`src/rtl/nor_read_ctrl.sv`:
```
// nor_read_ctrl: bus-side fast-read initiator for SPI (1-1-1) / QSPI (4-4-4) NOR flash.
// Keeps CSB low after a read so an address-sequential follow-up streams straight from DATA.
module nor_read_ctrl #(
  parameter string      NOR_TYPE   = "spi",
  parameter logic [7:0] CMD_SPI    = 8'h0B,
  parameter logic [7:0] CMD_QSPI   = 8'hEB,
  parameter int         DUMMY_SPI  = 15,
  parameter int         DUMMY_QSPI = 10,
  parameter int         CSB_HIGH   = 4
) (
  input  logic        clk,
  input  logic        rstn,
  input  logic        req,
  input  logic [23:0] addr,
  input  logic [1:0]  size,
  output logic        ack,
  output logic [31:0] rdata,
  output logic        nor_sck,
  output logic        nor_csb,
  output logic [3:0]  nor_sio_o,
  output logic [3:0]  nor_sio_oe,
  input  logic [3:0]  nor_sio_i
);
  localparam bit         QUAD       = (NOR_TYPE == "qspi");
  localparam logic [7:0] CMD_BYTE   = QUAD ? CMD_QSPI : CMD_SPI;
  localparam logic [7:0] CMD_LAST   = QUAD ? 8'd1 : 8'd7;
  localparam logic [7:0] ADDR_LAST  = QUAD ? 8'd5 : 8'd23;
  localparam logic [7:0] DUMMY_LAST = 8'(QUAD ? DUMMY_QSPI - 1 : DUMMY_SPI - 1);

  typedef enum logic [2:0] {IDLE, GAP, CMD, ADDR, DUMMY, DATA, HOLD} state_t;

  state_t      state_q, state_d;
  logic [7:0]  cnt_q, cnt_d;
  logic [2:0]  nb_q, nb_d;
  logic [23:0] a_q, a_d, nxt_q, nxt_d;
  logic [31:0] sr_q, sr_d, dsr_q, dsr_d, rdata_q, rdata_d;
  logic        sck_q, sck_d, csb_q, csb_d, ack_q, ack_d;
  logic [3:0]  sio_o_q, sio_o_d, oe_q, oe_d;
  logic [2:0]  req_nb;
  logic [7:0]  data_last;
  logic        last, start;

  assign req_nb    = size == 2'd0 ? 3'd1 : size == 2'd1 ? 3'd2 : 3'd4;
  assign data_last = (QUAD ? {4'b0, nb_q, 1'b0} : {2'b0, nb_q, 3'b0}) - 8'd1;

  always_comb begin
    state_d = state_q;
    cnt_d   = cnt_q;
    nb_d    = nb_q;
    a_d     = a_q;
    nxt_d   = nxt_q;
    sr_d    = sr_q;
    dsr_d   = dsr_q;
    rdata_d = rdata_q;
    sck_d   = 1'b0;
    csb_d   = csb_q;
    sio_o_d = sio_o_q;
    oe_d    = oe_q;
    ack_d   = 1'b0;
    start   = 1'b0;
    last    = state_q == CMD   ? cnt_q == CMD_LAST :
              state_q == ADDR  ? cnt_q == ADDR_LAST :
              state_q == DUMMY ? cnt_q == DUMMY_LAST : cnt_q == data_last;
    case (state_q)
      IDLE: start = req;
      // the final GAP cycle doubles as IDLE so CSB stays high exactly CSB_HIGH cycles
      GAP: begin
        state_d = cnt_q <= 8'd1 ? IDLE : GAP;
        cnt_d   = cnt_q - 8'd1;
        start   = cnt_q <= 8'd1 && req;
      end
      // ack_q masks the request still held during the ack cycle
      HOLD: if (req && !ack_q) begin
        state_d = addr == nxt_q ? DATA : GAP;
        csb_d   = addr != nxt_q;
        cnt_d   = addr == nxt_q ? 8'd0 : 8'(CSB_HIGH);
        a_d     = addr;
        nb_d    = req_nb;
      end
      default: if (!sck_q) sck_d = 1'b1;
      else begin
        cnt_d   = last ? 8'd0 : cnt_q + 8'd1;
        sio_o_d = QUAD ? sr_q[31:28] : {3'b0, sr_q[31]};
        sr_d    = QUAD ? {sr_q[27:0], 4'b0} : {sr_q[30:0], 1'b0};
        dsr_d   = QUAD ? {dsr_q[27:0], nor_sio_i} : {dsr_q[30:0], nor_sio_i[1]};
        if (last) begin
          state_d = state_q == CMD ? ADDR : state_q == ADDR ? DUMMY : state_q == DUMMY ? DATA : HOLD;
          oe_d    = state_q == ADDR ? 4'h0 : oe_q;
        end
        // bytes arrive in address order, so the first byte sits highest in dsr
        if (last && state_q == DATA) begin
          ack_d   = 1'b1;
          rdata_d = nb_q == 3'd1 ? {24'b0, dsr_d[7:0]} :
                    nb_q == 3'd2 ? {16'b0, dsr_d[7:0], dsr_d[15:8]} :
                                   {dsr_d[7:0], dsr_d[15:8], dsr_d[23:16], dsr_d[31:24]};
          nxt_d   = a_q + {21'b0, nb_q};
        end
      end
    endcase
    if (start) begin
      state_d = CMD;
      csb_d   = 1'b0;
      cnt_d   = 8'd0;
      a_d     = addr;
      nb_d    = req_nb;
      sio_o_d = QUAD ? CMD_BYTE[7:4] : {3'b0, CMD_BYTE[7]};
      sr_d    = QUAD ? {CMD_BYTE[3:0], addr, 4'b0} : {CMD_BYTE[6:0], addr, 1'b0};
      oe_d    = QUAD ? 4'hF : 4'h1;
    end
  end

  always_ff @(posedge clk) begin
    if (!rstn) begin
      state_q <= GAP;
      cnt_q   <= 8'(CSB_HIGH);
      nb_q    <= '0;
      a_q     <= '0;
      nxt_q   <= '0;
      sr_q    <= '0;
      dsr_q   <= '0;
      rdata_q <= '0;
      sck_q   <= 1'b0;
      csb_q   <= 1'b1;
      ack_q   <= 1'b0;
      sio_o_q <= '0;
      oe_q    <= '0;
    end else begin
      state_q <= state_d;
      cnt_q   <= cnt_d;
      nb_q    <= nb_d;
      a_q     <= a_d;
      nxt_q   <= nxt_d;
      sr_q    <= sr_d;
      dsr_q   <= dsr_d;
      rdata_q <= rdata_d;
      sck_q   <= sck_d;
      csb_q   <= csb_d;
      ack_q   <= ack_d;
      sio_o_q <= sio_o_d;
      oe_q    <= oe_d;
    end
  end

  assign ack        = ack_q;
  assign rdata      = rdata_q;
  assign nor_sck    = sck_q;
  assign nor_csb    = csb_q;
  assign nor_sio_o  = sio_o_q;
  assign nor_sio_oe = oe_q;
endmodule

```
`config.mk`:
```
export PLATFORM = sky130hd
export DESIGN_NAME = nor_read_ctrl
export DESIGN_NICKNAME = d
export VERILOG_FILES = /design/src/rtl/nor_read_ctrl.sv
export SDC_FILE = /design/constraint.sdc
export NUM_CORES = 1
export LEC_CHECK = 0
export ABC_AREA = 1
export CORE_MARGIN = 4
export CORE_UTILIZATION = 55
export CTS_BUF_LIST = sky130_fd_sc_hd__clkbuf_8
export CTS_CLUSTER_DIAMETER = 80
export CTS_CLUSTER_SIZE = 20
export DETAILED_ROUTE_END_ITERATION = 12
export DONT_BUFFER_PORTS = 1
export PLACE_DENSITY = 0.74
export SLEW_MARGIN = 30
export SYNTH_ARGS = -nofsm -noshare
export SYNTH_HDL_FRONTEND = slang
export SYNTH_SLANG_ARGS = --single-unit
```
`constraint.sdc`:
```
create_clock -name clk -period 3.4 [get_ports clk]
set_input_delay 0.85 -clock clk [delete_from_list [all_inputs] [get_ports clk]]
set_output_delay 0.85 -clock clk [all_outputs]
set_load 0.05 [all_outputs]
```
==> results.py, run 1 <==
metrics = {
    "power_and_ir_drop": {
        "ir_worst_vdd_v": 0.000292,
        "total_power_mw": 5.45,
        "power.leakage_nw": 3.32,
        "powerDensity_nw_per_um2": 669,
    },
    "clock_tree": {
        "clock_latency_ns": 0.45,
        "cts.sinks": 161,
        "post-cts-setup-buffers": 0,
        "cts_root_buf": "clkbuf_8",
        "cts.htree.levels": 4,
        "clk_pin_slew_ns": 0.09,
        "ctsHoldBuffers": 0,
        "cts_buffers": 17,
        "cts_tree": "yes",
        "clock_path_buffers": 2,
        "cts-resized-gates": 0,
    },
    "worst_setup_path": {
        "path_delay_family": "compound AO/OA/AOI/OAI gates",
        "arrival_ns": 3.14,
        "critPathBufInv": 3,
        "path_depth": 9,
        "reg2reg_to": "sr_q[31]$_SDFFE_PP0P_",
        "r2r_setup_slack_ns": 0.63,
        "crit_chain": "inv_1, ha_1, o21ai_0, nor3_2, o21ai_2, inv_2, nor2_2, inv_1, a21oi_1",
        "max_stage_delay_ns": 0.49,
        "rr_startpoint": "cnt_q[0]$_SDFFE_PP0P_",
        "critPathRequiredTime_ns": 3.78,
        "cp_max_fo": 27,
        "path_common_cell": "inv_1",
        "criticalPathCategory": "flip-flop to flip-flop",
        "cp-end-kind": "flip-flop",
        "cp_slowest_cell": "dfxtp_1",
        "worst-r2r-cell-count": 9,
        "cp-startpoint": "cnt_q[0]$_SDFFE_PP0P_",
        "startpoint_type": "flip-flop",
        "crit_path_end": "sr_q[31]$_SDFFE_PP0P_",
    },
    "detailed_routing": {
        "vias": 6741,
        "viasPerCell": 5.48,
        "post_drt_wl_per_cell_microns": 14.6,
        "wl_microns": 18000,
        "antenna_left": 0,
        "drc": 0,
        "dr.pass1.iters": 5,
        "drt_iter0_markers": 504,
    },
    "sta": {
        "rsz0062_at_grt": "false",
        "tns_ns": 0,
        "finalCritPeriodShare_pct": 81.4,
        "skew_ns": 0.0135,
        "setup_viol": 0,
        "finalHoldViolCount": 0,
        "worst_pin_slew_ns": 0.614,
        "final_max_slew_viol_count": 0,
        "relSlewSlack_pct": 59.0,
        "max_freq_mhz": 361,
        "period_needed_ns": 2.77,
    },
    "yosys": {
        "synth-edff-count": 0,
        "synth_flop_cell": "dfxtp_1",
        "synth_top_area_share_pct": 41.7,
        "synth_seq_cells": 161,
        "synthCells": 1066,
        "yosys.area.top_type": "dfxtp_1",
        "synth_common_cells": "nand2_1 (176), dfxtp_1 (161), nor2_1 (141)",
        "synthMostInstantiatedCell": "nand2_1",
        "synthArstFlopShare_pct": 0,
        "yosysUniqueCellTypes": 41,
        "synth_area_leaders": "dfxtp_1 (42%), nand2_1 (8.5%), a21oi_1 (7.2%), nor2_1 (6.8%), nand3_1 (5.6%)",
        "avgSynthCellArea_sq_um": 7.25,
        "synth_area_sq_um": 7730,
        "yosysSeqAreaShare_pct": 41.7,
        "yosys_warnings": 0,
    },
    "global_routing": {
        "antenna_found_initial": 0,
        "overflow": 0,
        "grt_max_degree": 97,
        "grt_pass1_vias": 6105,
        "grt_first_pass_wirelength_microns": 30000,
        "grt_usage_pct": 22.7,
    },
    "layout": {
        "nets": 1080,
        "n_antenna_cell": 0,
        "finalInstanceArea_sq_um": 8150,
        "drive_gt1_share_pct": 6.76,
        "fin_cells": 1230,
        "utilization_pct": 59.0,
        "area_growth_pct": 5.47,
    },
    "die": {
        "die_area_sq_um": 16000,
        "fp.dieH_microns": 127,
        "rows": 43,
        "coreArea_sq_um": 13800,
        "start_util_pct": 55.9,
        "ios": 76,
        "die_x_microns": 127,
    },
    "flow_run": {
        "maxCapViolations": 0,
    },
    "placed_design": {
        "dp.cells": 1198,
        "gp_congestion": 0.907,
        "place_area_sq_um": 7750,
        "place.port_buffers": 0,
        "dp_hpwl_microns": 12300,
    },
    "min_path": {
        "min-delay-path-class": "flip-flop to flip-flop",
        "holdPathStages": 2,
    },
    "outcome": {
        "status": "finished clean",
    },
}
[metrics by stage]
step,setup slack [ns],hold WS (ns)
6_report,0.634,0.458
5_1_grt,0.368,0.463
4_1_cts,0.657,0.459
3_5_place_dp,0.686,0.446
3_3_place_gp,0.768,0.443
2_1_floorplan,1.32,0.436
[state kept, by name (all words and copies together) (netlist names)]
name	count
rdata	32
dsr_q	31
sr_q	31
a_q	24
nxt_q	24
cnt_q	8
nb_q	3
state_q	3
ack	1
nor_csb	1
nor_sck	1
nor_sio_o	1
nor_sio_oe	1
[how the worst min path moves through the flow]
stage | slack (ns) | endpoint | start
floorplan | 0.44 | nxt_q[0]$_SDFFE_PN0P_ | nxt_q[0]$_SDFFE_PN0P_
global placement | 0.44 | nxt_q[1]$_SDFFE_PN0P_ | nxt_q[1]$_SDFFE_PN0P_
detailed placement | 0.45 | nxt_q[14]$_SDFFE_PN0P_ | nxt_q[14]$_SDFFE_PN0P_
CTS | 0.46 | nxt_q[14]$_SDFFE_PN0P_ | nxt_q[14]$_SDFFE_PN0P_
global route | 0.46 | cnt_q[2]$_SDFFE_PN1P_ | rstn
finish | 0.46 | nxt_q[14]$_SDFFE_PN0P_ | nxt_q[14]$_SDFFE_PN0P_
[worst register-to-register path, cell delays in order (launching register included)]
cell and delay [ns]:
dfxtp_1 0.49, inv_1 0.10, ha_1 0.25, o21ai_0 0.25, nor3_2 0.10, o21ai_2 0.41
inv_2 0.36, nor2_2 0.38, inv_1 0.19, a21oi_1 0.16
[kinds of logic (layout without fill, tap and decap cells)]
group                      after synthesis  in the layout  share of synthesized area [%]
AOI/OAI and AO/OA                      241            241                           17.0
xor gates and xnor gates                52             52                           5.89
adders and majority gates               10             10                           1.72
buffers and inverters                  155            134                           8.72
DFF                                    161            161                           41.7
muxes                                    2              2                          0.259
other                                    1              6                         0.0485
and+or+nand+nor                        444            444                           24.7
[cell type report]
cell class / instances / area (sq um)
Tap cell: 180 / 225
Clock inverter: 14 / 155
Multi-Input combinational cell: 755 / 3870
Timing Repair Buffer: 14 / 105
Clock buffer: 18 / 248
Sequential cell: 161 / 3220
Inverter: 88 / 330
Fill cell: 1319 / 5670
[placed cells by master (no fill, tap or decap), types with 3 or more instances in the layout]
cell type,count
a21oi_1,111
a22oi_1,22
a31oi_1,5
buf_4,14
clkbuf_8,18
conb_1,6
dfxtp_1,161
ha_1,9
inv_1,80
inv_2,7
inv_6,3
nand2_1,176
nand3_1,86
nand4_1,8
nor2_1,141
nor2_2,5
nor2_4,4
nor3_1,14
o21a_1,4
o21ai_0,85
o31ai_1,8
xnor2_1,13
xor2_1,39
[metal layers]
metal	wire (microns)	vias to the layer above	GRT usage, %
met2	8390	145	35.9
met3	918	23	5.73
met1	8380	3139	30.9
met5	0	-	0
met4	321	0	6.50
li1	-	3434	-
[where the power goes]
group          total [mW]  switching (mW)  internal (mW)
clock network        1.43           0.744          0.685
logic                1.55            1.03          0.518
registers            2.47           0.305           2.17
total                5.45            2.08           3.37
Note: power is estimated with default switching activity, not from simulation.
==> run 2, diff against run 1 <==
==> constraint.sdc (replaced) <==
create_clock -name clk -period 2.6 [get_ports clk]
set_input_delay 0.65 -clock clk [delete_from_list [all_inputs] [get_ports clk]]
set_output_delay 0.65 -clock clk [all_outputs]
set_load 0.05 [all_outputs]
==> run 2 against run 1 <==
Critical path depth increased by 2. Register-to-register slack got worse by 0.39 ns. Count of clock-buffer cells in the layout is 1 lower. Core utilization is 0.73 points higher. Global-route usage grew 0.79 points. Sequential cell count stayed put. Sequential share of layout area shrank 0.49 points. Die area unchanged. Setup slack worse by 0.39 ns. Largest power group unchanged. Highest routed layer unchanged.
==> results.py, run 2 (synthesis gave the netlist of run 1 again) <==
metrics = {
    "layout": {
        "layout_common_cells": "nand2_1 (176), dfxtp_1 (161), nor2_1 (140), a21oi_1 (111), nand3_1 (86)",
        "fin_cells": 1240,
        "filler_cell_count": 1283,
        "drive_gt1_share_pct": 7.83,
        "nets": 1090,
        "final_common_cell": "nand2_1",
        "largest_reg_flops": 32,
        "finalInstanceArea_sq_um": 8250,
        "area_growth_pct": 6.78,
        "n_antenna_cell": 0,
        "seqCellArea_sq_um": 3220,
        "multi_input_area_sq_um": 3870,
    },
    "sta": {
        "max_freq_mhz": 425,
        "fin_ws_ns": 0.248,
        "relSlewSlack_pct": 57.4,
        "finalHoldViolCount": 0,
        "finalCritPeriodShare_pct": 90.5,
        "setup_viol": 0,
        "final_max_slew_viol_count": 0,
        "worst_pin_slew_ns": 0.638,
        "rsz0062_at_grt": "false",
        "skew_ns": 0.0111,
        "period_needed_ns": 2.35,
        "tns_ns": 0,
    },
    "power_and_ir_drop": {
        "p_int_mw": 4.52,
        "pwr-share-comb_pct": 28.6,
        "pwr-share-clk_pct": 27.2,
        "p_sw_mw": 2.77,
        "ir_worst_vdd_v": 0.000413,
        "pwr-share-seq_pct": 44.2,
        "power.leakage_nw": 3.38,
        "swShare_pct": 38.0,
        "powerDensity_nw_per_um2": 883,
    },
    "worst_setup_path": {
        "path_common_cell": "nor2_1",
        "startpoint_type": "flip-flop",
        "cp-end-kind": "flip-flop",
        "critPathRequiredTime_ns": 2.98,
        "worst-r2r-cell-count": 11,
        "criticalPathCategory": "flip-flop to flip-flop",
        "path_depth": 11,
        "crit_chain": "ha_1, inv_1, fa_1, o21ai_2, nand2_1, nor2_1, nand2_1, nor2_1, xor2_1, nor2_1, nor3b_1",
        "path_delay_family": "simple AND/OR/NAND/NOR gates",
        "critPathBufInv": 1,
        "cp_max_fo": 4,
        "max_stage_delay_ns": 0.41,
        "arrival_ns": 2.74,
        "cp_slowest_cell": "fa_1",
    },
    "die": {
        "coreArea_sq_um": 13800,
        "die_x_microns": 127,
        "ios": 76,
        "rows": 43,
        "fp.dieH_microns": 127,
        "die_area_sq_um": 16000,
        "start_util_pct": 55.9,
    },
    "clock_tree": {
        "cts_tree": "yes",
        "cts_root_buf": "clkbuf_8",
        "cts.sinks": 161,
        "post-cts-setup-buffers": 0,
        "ctsHoldBuffers": 0,
        "clk_pin_slew_ns": 0.09,
        "clock_latency_ns": 0.46,
        "cts-resized-gates": 0,
        "cts_buffers": 17,
        "clock_path_buffers": 2,
        "cts.htree.levels": 4,
    },
    "placed_design": {
        "dp.cells": 1208,
        "place_area_sq_um": 7830,
        "dp_hpwl_microns": 12800,
        "place.port_buffers": 0,
        "gp_congestion": 0.923,
        "dp_slack_ns": 0.274,
    },
    "global_routing": {
        "overflow": 0,
        "antenna_found_initial": 0,
        "grt_first_pass_wirelength_microns": 30800,
        "grt_usage_pct": 23.5,
        "grt_pass1_vias": 6203,
        "grt_max_degree": 97,
    },
    "detailed_routing": {
        "dr.pass1.iters": 5,
        "drc": 0,
        "drt_iter0_markers": 466,
        "viasPerCell": 5.49,
        "post_drt_wl_per_cell_microns": 14.9,
        "antenna_left": 0,
        "vias": 6809,
        "wl_microns": 18400,
    },
    "outcome": {
        "status": "finished clean",
    },
    "flow_run": {
        "maxCapViolations": 0,
    },
    "min_path": {
        "min-delay-path-class": "primary input to flip-flop",
        "holdPathStages": 2,
    },
}
## run 2: area by class of cell
cell class	instances	share of cell area (%)
multi-input combinational	755	46.9
sequential	161	39.0
inverter	88	4.00
clock buffer	17	2.83
tap	180	2.73
clock inverter	15	2.33
timing repair buffer	24	2.18
## run 2: power by group through the flow
| stage | registers [mW] | clock network [mW] | logic, mW |
|---|---|---|---|
| 2_1_floorplan | 3.16 | 0 | 1.70 |
| 3_3_place_gp | 3.27 | 0 | 2.03 |
| 3_5_place_dp | 3.27 | 0 | 2.07 |
| 4_1_cts | 3.21 | 2.03 | 2.08 |
| 5_1_grt | 3.28 | 2.12 | 2.39 |
| 6_report | 3.22 | 1.99 | 2.08 |
## run 2: worst reg2reg max path, stage by stage (launching register included)
cell     delay [ns]
dfxtp_1        0.40
ha_1           0.19
inv_1          0.05
fa_1           0.41
o21ai_2        0.19
nand2_1        0.11
nor2_1         0.18
nand2_1        0.16
nor2_1         0.15
xor2_1         0.18
nor2_1         0.05
nor3b_1        0.19
## run 2: worst paths after layout
path / endpoint / from / slack (ns)
max reg2reg: nxt_q[16]$_SDFFE_PN0P_ / nb_q[0]$_SDFFE_PN0P_ / 0.25
min: dsr_q[9]$_SDFFE_PN0P_ / rstn / 0.31
max: nxt_q[16]$_SDFFE_PN0P_ / nb_q[0]$_SDFFE_PN0P_ / 0.25
min reg2reg: nxt_q[9]$_SDFFE_PN0P_ / nxt_q[9]$_SDFFE_PN0P_ / 0.46
## run 2: per-stage QoR
step,hold slack [ns],util [%],power [mW]
2_1_floorplan,0.436,-,4.86
3_3_place_gp,0.443,56.6,5.30
3_5_place_dp,0.446,56.6,5.34
4_1_cts,0.248,59.7,7.33
5_1_grt,0.263,59.7,7.80
6_report,0.311,59.7,7.29
## run 2: layer usage
| layer | up-vias | part of all wire [%] | global-route usage, % |
|---|---|---|---|
| met2 | 141 | 47 | 37.4 |
| met1 | 3174 | 46 | 31.5 |
| met5 | - | 0 | 0 |
| li1 | 3457 | - | - |
| met4 | 0 | 2.5 | 9.59 |
| met3 | 37 | 4.8 | 4.46 |
==> run 3, diff against run 2 <==
--- a/config.mk
+++ b/config.mk
@@ -6,6 +6,7 @@
 export NUM_CORES = 1
 export LEC_CHECK = 0
 export ABC_AREA = 1
+export CORE_ASPECT_RATIO = 1.5
 export CORE_MARGIN = 4
 export CORE_UTILIZATION = 55
 export CTS_BUF_LIST = sky130_fd_sc_hd__clkbuf_8
@@ -14,6 +15,7 @@
 export DETAILED_ROUTE_END_ITERATION = 12
 export DONT_BUFFER_PORTS = 1
 export PLACE_DENSITY = 0.74
+export SKIP_LAST_GASP = 1
 export SLEW_MARGIN = 30
 export SYNTH_ARGS = -nofsm -noshare
 export SYNTH_HDL_FRONTEND = slang
==> run 3 against run 2 <==
Non-clock buffer count decreased by 3. Core utilization increased by 0.65 points. Sequential share of layout area is essentially flat. Setup slack improved by 0.037 ns. Maximum frequency increased by 1.6%. Highest routed layer unchanged.
==> results.py, run 3 (synthesis gave the netlist of run 1 again) <==
metrics = {
    "outcome": {
        "status": "finished clean",
    },
    "clock_tree": {
        "clock_path_buffers": 2,
        "cts-resized-gates": 0,
        "post-cts-setup-buffers": 0,
        "cts.sinks": 161,
        "ctsHoldBuffers": 0,
        "cts.htree.levels": 4,
        "cts_buffers": 17,
        "clk_pin_slew_ns": 0.09,
        "cts_root_buf": "clkbuf_8",
        "cts_tree": "yes",
        "clock_latency_ns": 0.46,
    },
    "global_routing": {
        "grt_pass1_vias": 6622,
        "overflow": 0,
        "antenna_found_initial": 0,
        "grt_first_pass_wirelength_microns": 31900,
        "grt_max_degree": 97,
        "grt_usage_pct": 24.4,
    },
    "sta": {
        "setup_viol": 0,
        "final_max_slew_viol_count": 0,
        "worst_pin_slew_ns": 0.569,
        "tns_ns": 0,
        "finalHoldViolCount": 0,
        "finalCritPeriodShare_pct": 89.1,
        "rsz0062_at_grt": "false",
        "period_needed_ns": 2.32,
        "fin_ws_ns": 0.285,
        "max_freq_mhz": 432,
        "relSlewSlack_pct": 62.0,
        "skew_ns": 0.0174,
    },
    "layout": {
        "filler_cell_count": 1295,
        "area_growth_pct": 6.67,
        "layout_common_cells": "nand2_1 (176), dfxtp_1 (161), nor2_1 (141), a21oi_1 (111), nand3_1 (86)",
        "drive_gt1_share_pct": 7.48,
        "utilization_pct": 60.3,
        "n_antenna_cell": 0,
        "multi_input_area_sq_um": 3870,
        "seqCellArea_sq_um": 3220,
        "final_common_cell": "nand2_1",
        "largest_reg_flops": 32,
        "nets": 1087,
    },
    "power_and_ir_drop": {
        "power.leakage_nw": 3.36,
        "total_power_mw": 7.31,
        "powerDensity_nw_per_um2": 887,
        "ir_worst_vdd_v": 0.000395,
    },
    "worst_setup_path": {
        "cp-end-kind": "flip-flop",
        "arrival_ns": 2.69,
        "cp_max_fo": 4,
        "criticalPathCategory": "flip-flop to flip-flop",
        "r2r_setup_slack_ns": 0.28,
        "critPathRequiredTime_ns": 2.98,
        "startpoint_type": "flip-flop",
    },
    "placed_design": {
        "place.port_buffers": 0,
        "gp_congestion": 0.915,
        "dp_hpwl_microns": 13700,
        "dp_slack_ns": 0.301,
    },
    "detailed_routing": {
        "vias": 6860,
        "viasPerCell": 5.63,
        "drc": 0,
        "dr.pass1.iters": 5,
        "wl_microns": 19400,
        "antenna_left": 0,
        "post_drt_wl_per_cell_microns": 16.0,
        "drt_iter0_markers": 330,
    },
    "die": {
        "fp.dieH_microns": 153,
        "die_x_microns": 105,
        "coreArea_sq_um": 13700,
        "ios": 76,
        "die_area_sq_um": 16100,
        "rows": 52,
        "start_util_pct": 56.6,
    },
    "min_path": {
        "min-delay-path-class": "primary input to flip-flop",
    },
    "flow_run": {
        "maxCapViolations": 0,
    },
}
## run 3: cell count changes in the layout (fill, tap and decap cells not counted), moves of 2 or more
cell	delta
inv_6	-5
clkinv_4	-2
buf_12	+3
buf_4	-6
clkbuf_8	+3
clkinvlp_4	+5
## run 3: final cells by class
class / instances / share of cell area (%)
clock inverter: 11 / 1.85
multi-input combinational: 755 / 46.9
tap: 162 / 2.46
sequential: 161 / 39.1
inverter: 88 / 4.01
timing repair buffer: 21 / 2.37
clock buffer: 20 / 3.34
## run 3: path summary, 6_finish.rpt
path,start,end,cells after the start
max reg2reg,nb_q[0]$_SDFFE_PN0P_,nxt_q[16]$_SDFFE_PN0P_,11
min,rstn,nor_csb$_SDFFE_PN1P_,1
min reg2reg,nxt_q[5]$_SDFFE_PN0P_,nxt_q[5]$_SDFFE_PN0P_,2
max,nb_q[0]$_SDFFE_PN0P_,nxt_q[16]$_SDFFE_PN0P_,11
## run 3: metal layers
| metal | global-route usage [%] | vias to the layer above | wire length, microns |
|---|---|---|---|
| met5 | 0 | - | 0 |
| met4 | 10.6 | 0 | 594 |
| met3 | 5.11 | 40 | 858 |
| met2 | 45.4 | 156 | 10500 |
| met1 | 26.2 | 3225 | 7520 |
| li1 | - | 3439 | - |
## run 3: power breakdown
part           switching, mW  internal (mW)  total (mW)
logic                   1.40          0.716        2.12
clock network          0.937           1.03        1.96
registers              0.398           2.84        3.23
total                   2.73           4.58        7.31
## run 3: critical path, stage by stage (launching register included)
cell	delay, ns
dfxtp_1	0.39
ha_1	0.18
inv_1	0.05
fa_1	0.41
o21ai_2	0.19
nand2_1	0.10
nor2_1	0.20
nand2_1	0.17
nor2_1	0.14
xor2_1	0.17
nor2_1	0.06
nor3b_1	0.17
## run 3: stage by stage
step	hold WS, ns	cells	instance area [sq um]
2_1_floorplan	0.436	1071	7750
3_3_place_gp	0.441	1187	7820
3_5_place_dp	0.447	1187	7820
4_1_cts	0.269	1218	8250
5_1_grt	0.297	1218	8250
6_report	0.332	1218	8250
